**src/rtl/rom_scan_pkg.sv**
```systemverilog
// rom_scan_pkg: shared types, default sizes and address helper for rom_scan_ctrl.
package rom_scan_pkg;

    localparam int DATA_W    = 8;
    localparam int NUM_WORDS = 8;
    localparam int IDX_W     = $clog2(NUM_WORDS);

    typedef enum logic [1:0] {IDLE, REQ, CAP, OUT} state_t;

    function automatic logic [NUM_WORDS-1:0] onehot(input logic [IDX_W-1:0] idx);
        return NUM_WORDS'(1) << idx;
    endfunction

endpackage

```
**src/rtl/rom_scan_ctrl.sv**
```systemverilog
// rom_scan_ctrl: scans a one-hot-addressed 1-cycle ROM and streams each word out with index/last.
// Optional running XOR of the scan enabled by defining ROM_SCAN_CHECKSUM_EN.
module rom_scan_ctrl #(
    parameter int DATA_W    = rom_scan_pkg::DATA_W,
    parameter int NUM_WORDS = rom_scan_pkg::NUM_WORDS
) (
    input  logic                         clk,
    input  logic                         rst_n,
    input  logic                         start,
    output logic                         rom_en,
    output logic [NUM_WORDS-1:0]         rom_addr,
    input  logic [DATA_W-1:0]            rom_data,
    output logic                         out_valid,
    input  logic                         out_ready,
    output logic [DATA_W-1:0]            out_data,
    output logic [$clog2(NUM_WORDS)-1:0] out_idx,
    output logic                         out_last,
    output logic                         busy,
    output logic                         done
`ifdef ROM_SCAN_CHECKSUM_EN
    ,
    output logic [DATA_W-1:0]            checksum
`endif
);
    import rom_scan_pkg::*;

    localparam int IW = $clog2(NUM_WORDS);

    state_t              state_q, state_d;
    logic [IW-1:0]       idx_q, idx_d, out_idx_q, out_idx_d;
    logic                rom_en_q, rom_en_d, out_valid_q, out_valid_d;
    logic                out_last_q, out_last_d, busy_q, busy_d, done_q, done_d;
    logic [NUM_WORDS-1:0] rom_addr_q, rom_addr_d;
    logic [DATA_W-1:0]   out_data_q, out_data_d, cs_q, cs_d;

    function automatic logic [NUM_WORDS-1:0] addr_of(input logic [IW-1:0] i);
        return NUM_WORDS'(onehot(IDX_W'(i)));
    endfunction

    always_comb begin
        state_d     = state_q;
        idx_d       = idx_q;
        rom_en_d    = 1'b0;
        rom_addr_d  = '0;
        out_valid_d = out_valid_q;
        out_data_d  = out_data_q;
        out_idx_d   = out_idx_q;
        out_last_d  = out_last_q;
        done_d      = 1'b0;
        cs_d        = cs_q;
        case (state_q)
            // done_q blocks a start landing on the done pulse, so it is not accepted early
            IDLE: if (start && !done_q) begin
                state_d    = REQ;
                idx_d      = '0;
                rom_en_d   = 1'b1;
                rom_addr_d = addr_of('0);
                cs_d       = '0;
            end
            REQ: state_d = CAP;
            CAP: begin
                out_data_d  = rom_data;
                out_idx_d   = idx_q;
                out_last_d  = (idx_q == IW'(NUM_WORDS - 1));
                out_valid_d = 1'b1;
                cs_d        = cs_q ^ rom_data;
                state_d     = OUT;
            end
            OUT: if (out_ready) begin
                out_valid_d = 1'b0;
                if (out_last_q) begin
                    state_d = IDLE;
                    done_d  = 1'b1;
                end else begin
                    idx_d      = idx_q + IW'(1);
                    state_d    = REQ;
                    rom_en_d   = 1'b1;
                    rom_addr_d = addr_of(idx_q + IW'(1));
                end
            end
            default: state_d = IDLE;
        endcase
        busy_d = (state_d != IDLE);
    end

    always_ff @(posedge clk or negedge rst_n) begin
        if (!rst_n) begin
            state_q     <= IDLE;
            idx_q       <= '0;
            rom_en_q    <= 1'b0;
            rom_addr_q  <= '0;
            out_valid_q <= 1'b0;
            out_data_q  <= '0;
            out_idx_q   <= '0;
            out_last_q  <= 1'b0;
            busy_q      <= 1'b0;
            done_q      <= 1'b0;
            cs_q        <= '0;
        end else begin
            state_q     <= state_d;
            idx_q       <= idx_d;
            rom_en_q    <= rom_en_d;
            rom_addr_q  <= rom_addr_d;
            out_valid_q <= out_valid_d;
            out_data_q  <= out_data_d;
            out_idx_q   <= out_idx_d;
            out_last_q  <= out_last_d;
            busy_q      <= busy_d;
            done_q      <= done_d;
            cs_q        <= cs_d;
        end
    end

    assign rom_en    = rom_en_q;
    assign rom_addr  = rom_addr_q;
    assign out_valid = out_valid_q;
    assign out_data  = out_data_q;
    assign out_idx   = out_idx_q;
    assign out_last  = out_last_q;
    assign busy      = busy_q;
    assign done      = done_q;
`ifdef ROM_SCAN_CHECKSUM_EN
    assign checksum  = cs_q;
`else
    logic unused_cs;
    assign unused_cs = ^cs_q;
`endif

endmodule

```
**config.mk**
```make
export PLATFORM = sky130hd
export DESIGN_NAME = rom_scan_ctrl
export DESIGN_NICKNAME = d
export VERILOG_FILES = /design/src/rtl/rom_scan_pkg.sv /design/src/rtl/rom_scan_ctrl.sv
export SDC_FILE = /design/constraint.sdc
export NUM_CORES = 1
export LEC_CHECK = 0
export ABC_AREA = 1
export BUFFER_PORTS_ARGS = -buffer_cell sky130_fd_sc_hd__buf_2
export CAP_MARGIN = 10
export CORE_MARGIN = 2
export CORE_UTILIZATION = 30
export DETAILED_ROUTE_END_ITERATION = 10
export SLEW_MARGIN = 20
export SYNTH_ARGS = -nofsm -noshare
export SYNTH_HDL_FRONTEND = slang
export SYNTH_SLANG_ARGS = --single-unit
```
**constraint.sdc**
```tcl
create_clock -name clk -period 1.8 [get_ports clk]
set_input_delay 0.27 -clock clk [delete_from_list [all_inputs] [get_ports clk]]
set_output_delay 0.27 -clock clk [all_outputs]
set_load 0.1 [all_outputs]
```
# Yosys cells after proc, flatten, opt, wreduce, memory -nomap -nowiden
# Index checks and enable logic that the tools add are counted.
dict set report word_totals {
  regBits 29
  word_cells 48
  out_inout_bits 24
  inputBits 12
}
dict set report classes {
  add_sub_neg 1
  shift 1
  n_mux 21
  n_reduce_logical 8
  eq_ne 7
}
# op count
set ops {}
lappend ops {{8-bit 2-to-1 mux} 2}
lappend ops {{8-bit one-hot mux with 2 select lines} 1}
lappend ops {{1-bit 2-to-1 mux} 9}
lappend ops {{3-bit 2-to-1 mux} 3}
lappend ops {{2-bit one-hot mux with 4 select lines} 1}
lappend ops {{1-bit by 3-bit left shift with 8-bit output, first input constant} 1}
lappend ops {{2-bit != test, second input constant} 3}
lappend ops {{3-bit one-hot mux with 2 select lines} 1}
lappend ops {{2-bit nonzero test} 3}
lappend ops {{2-bit equality test, second input constant} 2}
lappend ops {{2-bit 2-to-1 mux} 2}
lappend ops {{1-bit one-hot mux with 2 select lines} 2}
lappend ops {{4-bit AND reduction} 1}
lappend ops {{3-bit by 1-bit adder with 3-bit output, second input constant} 1}
lappend ops {{3-bit equality test, second input constant} 1}
lappend ops {{2-bit by 1-bit equality test with 1-bit output, second input constant} 1}
lappend ops {{2-bit zero test} 1}
lappend ops {{2-bit AND reduction} 1}
lappend ops {{1-bit logical AND} 1}
lappend ops {{1-bit zero test} 1}

# Longest topological paths before layout
# Gate-level depths: netlist (run 1).
dict set report depth {
  ltp_word 5
  depth_mapped 8
  mapped_depth_nobuf 8
}

# Worst setup path after synthesis (run 1)
# OpenSTA, ideal clock, no wires.
dict set report synth_path {
  kind {register to register}
  startpoint {register out_last_q (netlist: out_last)}
  endpoint {register busy_q (netlist: busy)}
  required_time_ns 1.682
  setup_time_ns 0.118
  n_path_buf 0
  path_stages_with_launch 6
  synth_period_minus_slack_ns 1.560
  path_slack_ns 0.240
  arrival_ns 1.443
  cell_sequence {dfrtp_1 -> inv_1 -> nand3_1 -> nand3_1 -> nand2_1 -> nand2_1}
}
dict set report synth_between {
  elab_chain_len 4
}
# element line_no
set synth_lines {}
lappend synth_lines {{start, declared} rom_scan_ctrl.sv:32} ;# logic out_last_q, out_last_d, busy_q, busy_d, done_q, done_d;
lappend synth_lines {{start signal, assigned} rom_scan_ctrl.sv:107} ;# out_last_q <= out_last_d;
lappend synth_lines {{1-bit 2-to-1 mux} rom_scan_ctrl.sv:71} ;# if (out_last_q) begin
lappend synth_lines {{2-bit 2-to-1 mux} rom_scan_ctrl.sv:69} ;# OUT: if (out_ready) begin
lappend synth_lines {{2-bit one-hot mux with 4 select lines} rom_scan_ctrl.sv:51} ;# case (state_q)
lappend synth_lines {{2-bit nonzero test} rom_scan_ctrl.sv:83} ;# busy_d = (state_d != IDLE);
lappend synth_lines {{via busy_d} rom_scan_ctrl.sv:32}
lappend synth_lines {{end signal, assigned} rom_scan_ctrl.sv:108} ;# busy_q <= busy_d;
lappend synth_lines {{end, declared} rom_scan_ctrl.sv:32}
# The timed path passes the listed nets, and every way through them passes these cells.
# A chain may end at the register's enable or synchronous reset.

# Worst setup path in the final report (run 1)
dict set report layout_path {
  startpoint {register state_q[0]}
  endpoint {register out_idx_q[1] (netlist: out_idx[1])}
}
dict set report layout_between {
  elab_chain_len 1
}
# element line_no
set layout_lines {}
lappend layout_lines {{start, declared} rom_scan_ctrl.sv:29} ;# state_t state_q, state_d;
lappend layout_lines {{start signal, assigned} rom_scan_ctrl.sv:100} ;# state_q <= state_d;
lappend layout_lines {{2-bit equality test} rom_scan_ctrl.sv:51}
lappend layout_lines {{end signal, assigned} rom_scan_ctrl.sv:106} ;# out_idx_q <= out_idx_d;
lappend layout_lines {{end, declared} rom_scan_ctrl.sv:30} ;# logic [IW-1:0] idx_q, idx_d, out_idx_q, out_idx_d;
# No other way between the ends.

==> results of run 1 <==
-- path summary, 6_finish.rpt --
| kind | start | endpoint | slack (ns) |
|---|---|---|---|
| worst max register to register | state_q[0] | out_idx[1] | 0.21 |
| worst max-delay path | state_q[0] | out_idx[1] | 0.21 |
| worst min-delay path | rst_n | out_data[1] | 0.01 |
| worst min register to register | out_data[6] | out_data[6] | 0.46 |
| max in group asynchronous | rst_n | rom_addr[5] | 1.37 |
| min in group clk | rom_data[2] | out_data[2] | 0.19 |
-- cell families after synthesis --
| logic type | count (synthesis) | share of synthesized area |
|---|---|---|
| AND/OR/NAND/NOR | 76 | 0.244 |
| AO/OA/AOI/OAI | 8 | 0.0336 |
| flip-flops | 29 | 0.558 |
| adder cells (fa/ha/maj) | 10 | 0.0962 |
| buffers and inverters | 22 | 0.0683 |
-- worst max-delay path, stage by stage (launching register included) --
cell and delay [ns]:
dfrtp_1 0.41, inv_1 0.14, ha_1 0.48, inv_1 0.11, buf_4 0.20, o21ai_0 0.18
-- flip-flops by register name (all words and copies together), names as in the netlist --
register   count
out_data       8
rom_addr       8
idx_q          3
out_idx        3
state_q        2
busy           1
done           1
out_last       1
out_valid      1
rom_en         1
-- Yosys cell counts --
master	number
a21oi_1	3
buf_2	2
buf_4	1
dfrtp_1	29
ha_1	10
inv_1	18
inv_2	1
nand2_1	50
nand2_2	3
nand3_1	8
nand4_1	1
nor2_1	9
nor2_4	1
nor3_1	4
o21ai_0	3
o21ai_1	1
o21ai_2	1
-- cell type report --
cell class	count	area, sq um	share of cell area
flip-flops and latches	29	726	0.450
multi-input cells	94	487	0.302
repair buffers	36	183	0.113
clock buffers	6	72.6	0.0450
inverters	19	71.3	0.0443
well taps	50	62.6	0.0388
clock inverters	2	10.0	0.00621
-- routing by layer --
metal	vias up	wire length (microns)
li1	523	-
met1	466	1170
met2	29	1160
met3	4	174
met4	0	30
met5	-	0
-- metrics by stage --
step	area, sq um	setup WS [ns]	utilization	std cells	hold slack [ns]
6_report	1610	0.206	0.394	236	0.0111
3_3_place_gp	1530	0.263	0.374	228	0.339
2_1_floorplan	1300	0.240	-	145	-0.0256
4_1_cts	1610	0.184	0.394	236	0.0342
5_1_grt	1610	0.0825	0.394	236	0.0627
3_5_place_dp	1530	0.201	0.374	228	0.342
==> results.yml, run 1 <==
outcome:
  run_status: "finished clean"
timing:
  finClkSkew_ns: 0.00437
  final.period_utilization: 0.886
  rsz0062_at_grt: "no"
  hold_viol: 0
  period_minus_slack_ns: 1.59
  slew_headroom: 0.572
  worst_pin_slew_ns: 0.642
  setup_tns_ns: 0
  fmax_mhz: 627
  setup_viol: 0
  drv_slew: 0
global_routing:
  grt_pass1_vias: 975
  antenna_found_initial: 0
  grt_usage: 0.114
  grt_pass1_wl_mm: 4.31
  grt_start_max_net_pins: 30
  grtUsageMet1: 0.142
  met2_usage: 0.169
  grt_use_met3: 0.0548
  overflow: 0
  grt_busiest_layer: "met2"
layout:
  nFillCells: 438
  nets: 207
  synthToLayoutAreaGrowth_pct: 23.8
  antenna_cells: 0
  final_common_cell: "nand2_1"
  most-common-layout-cells: "50 x nand2_1, 35 x buf_2, 29 x dfrtp_1"
  drive_gt1_frac: 0.263
synthesis:
  ys_ff_latch: 29
  syn_inst: 145
  synth.avg_cell_area_sq_um: 8.97
  synthesis.nets: 167
  synth_cell_types: 17
  ys_top_cells_by_area: "dfrtp_1 56%, nand2_1 14%, ha_1 9.6%"
  synth_area_leader_cell: "dfrtp_1"
  synth_seq_area_share: 0.558
  yosys_warnings: 0
  syn-cell-area_sq_um: 1300
  synth_top_area_frac: 0.558
setup_path:
  required_ns: 2.00
  cp.arrival_ns: 1.79
  cp-start-kind: "register"
  r2r_cells: 5
  cp_max_fo: 14
  endpoint_kind: "register"
  path_class: "register to register"
min_path:
  hp-class: "input port to async pin"
floorplan:
  start_util: 0.318
  coreArea_sq_um: 4090
  die_h_microns: 69.9
  std_cell_rows: 23
  io_pins: 36
  dieArea_sq_um: 4880
  die_w_microns: 69.9
placed_design:
  gp_congestion: 0.710
  dp_hpwl_mm: 1.83
  portBuffers: 35
drt:
  ant_nets: 0
  first_iter_violations: 40
  via_count: 1022
  drc: 0
  drt-vias-per-instance: 4.33
  drt-pass1-iter-count: 4
  routedWlPerCell_microns: 10.7
  wirelength_mm: 2.54
cts:
  cts_root_buffer: "clkbuf_8"
  post_cts_buffers: 0
  cts_resized: 0
  clockBufferDepth: 2
  cts.sinks: 29
  cts_tree: "built"
  cts_hold_buf: 0
  ctsHtreeMaxLevel: 2
  clk_latency_ns: 0.28
  clk_pin_slew_ns: 0.06
  cts_made_buffers: 5
run:
  maxCapViolCount: 0
Power of run 1 is left out: the tool's default activity adds up to more than one toggle a clock period on the data nets, which glitch-free logic cannot reach.
==> inputs of run 2 (changes only) <==
--- a/config.mk
+++ b/config.mk
@@ -11,6 +11,7 @@
 export CORE_MARGIN = 2
 export CORE_UTILIZATION = 30
 export DETAILED_ROUTE_END_ITERATION = 10
+export PLACE_DENSITY = 0.58
 export SLEW_MARGIN = 20
 export SYNTH_ARGS = -nofsm -noshare
 export SYNTH_HDL_FRONTEND = slang
==> constraint.sdc (replaced) <==
create_clock -name clk -period 1.65 [get_ports clk]
set_input_delay 0.2475 -clock clk [delete_from_list [all_inputs] [get_ports clk]]
set_output_delay 0.2475 -clock clk [all_outputs]
set_load 0.1 [all_outputs]
==> results.yml, run 2 (synthesis gave the netlist of run 1 again) <==
outcome:
  run_status: "complete, but fails checks"
  violations: "negative hold slack"
setup_path:
  r2r_start: "idx_q[0]"
  endpoint_kind: "primary output"
  cp.arrival_ns: 1.20
  path_class: "register to primary output"
  cp_slowest_cell: "buf_2"
  crit_path_cell_trace: "buf_2"
  cp-startpoint: "out_last"
  worst-path-buf-inv: 1
  path_delay_family: "buffers and inverters"
  cpPeakStageDelay_ns: 0.47
  cp-start-kind: "register"
  required_ns: 1.40
  cp_max_fo: 4
cts:
  post_cts_buffers: 0
  cts_hold_buf: 0
  clockBufferDepth: 2
  clk_pin_slew_ns: 0.06
  cts_resized: 0
  cts_tree: "built"
  cts_root_buffer: "clkbuf_8"
  cts_made_buffers: 5
  clk_latency_ns: 0.28
  ctsHtreeMaxLevel: 2
  cts.sinks: 29
layout:
  final_common_cell: "nand2_1"
  final_cells: 237
  antenna_cells: 0
  nets: 208
  nFillCells: 424
  most-common-layout-cells: "50 x nand2_1, 35 x buf_2, 29 x dfrtp_1"
  synthToLayoutAreaGrowth_pct: 25.9
  drive_gt1_frac: 0.273
floorplan:
  std_cell_rows: 23
  io_pins: 36
  dieArea_sq_um: 4880
  die_h_microns: 69.9
  start_util: 0.318
  die_w_microns: 69.9
  coreArea_sq_um: 4090
global_routing:
  overflow: 0
  grt_pass1_vias: 972
  antenna_found_initial: 0
  grt_start_max_net_pins: 30
  grt_pass1_wl_mm: 4.23
  grt_usage: 0.111
placed_design:
  portBuffers: 35
  placedCellCount: 229
  dp_hpwl_mm: 1.88
  gp_congestion: 0.771
  preCtsSetupSlack_ns: 0.302
timing:
  setup_viol: 0
  worst_pin_slew_ns: 0.618
  period_minus_slack_ns: 1.45
  slew_headroom: 0.588
  final.period_utilization: 0.877
  holdWs_ns: -0.0173
  hold_viol: 29
  setup_tns_ns: 0
  rsz0062_at_grt: "no"
  finClkSkew_ns: 0.00706
  setup_slack_ns: 0.203
  drv_slew: 0
  fmax_mhz: 691
drt:
  drt-pass1-iter-count: 4
  via_count: 1008
  wirelength_mm: 2.51
  drt-vias-per-instance: 4.25
  drc: 0
  first_iter_violations: 55
  routedWlPerCell_microns: 10.6
  ant_nets: 0
run:
  maxCapViolCount: 0
min_path:
  hp-class: "input port to async pin"
[run 2: changes by cell type in the layout (fill, tap and decap cells not counted), sizes merged]
cell / before / now
clkinv: 2 / 1
buf: 36 / 37
clkbuf: 6 / 7
[run 2: through the flow]
step	area, sq um	util
after floorplan	1300	-
after global placement	1540	0.376
after detailed placement	1540	0.376
after CTS	1640	0.401
after global routing	1640	0.401
final	1640	0.401
[run 2: worst paths after layout]
| path | endpoint | slack (ns) | depth (start not counted) |
|---|---|---|---|
| max in group asynchronous | rom_addr[2] | 1.26 | 1 |
| setup reg to reg | rom_addr[3] | 0.29 | 5 |
| hold / removal | done | -0.02 | 1 |
| hold reg to reg | out_data[0] | 0.46 | 2 |
| setup / recovery | out_last | 0.20 | 1 |
| min in group clk | out_data[3] | 0.17 | 3 |
[run 2: worst reg2reg max path: stages, from the launching register on]
cell and delay (ns):
dfrtp_1 0.44, ha_1 0.23, ha_1 0.32, inv_1 0.08, nand2_2 0.07, nor3_1 0.13
[run 2: cell type report]
type,instances,area (sq um),area share
multi-input cells,94,487,0.297
well taps,50,62.6,0.0382
clock inverters,1,5.00,0.00306
inverters,19,71.3,0.0435
clock buffers,7,96.3,0.0588
repair buffers,37,190,0.116
flip-flops and latches,29,726,0.443
[run 2: routing by layer]
metal,vias up,track usage,share of wire
met3,6,0.0462,0.058
met4,0,0.0641,0.022
li1,521,-,-
met1,463,0.121,0.45
met2,18,0.182,0.47
met5,-,0,0
Power of run 2 is left out for the same reason.
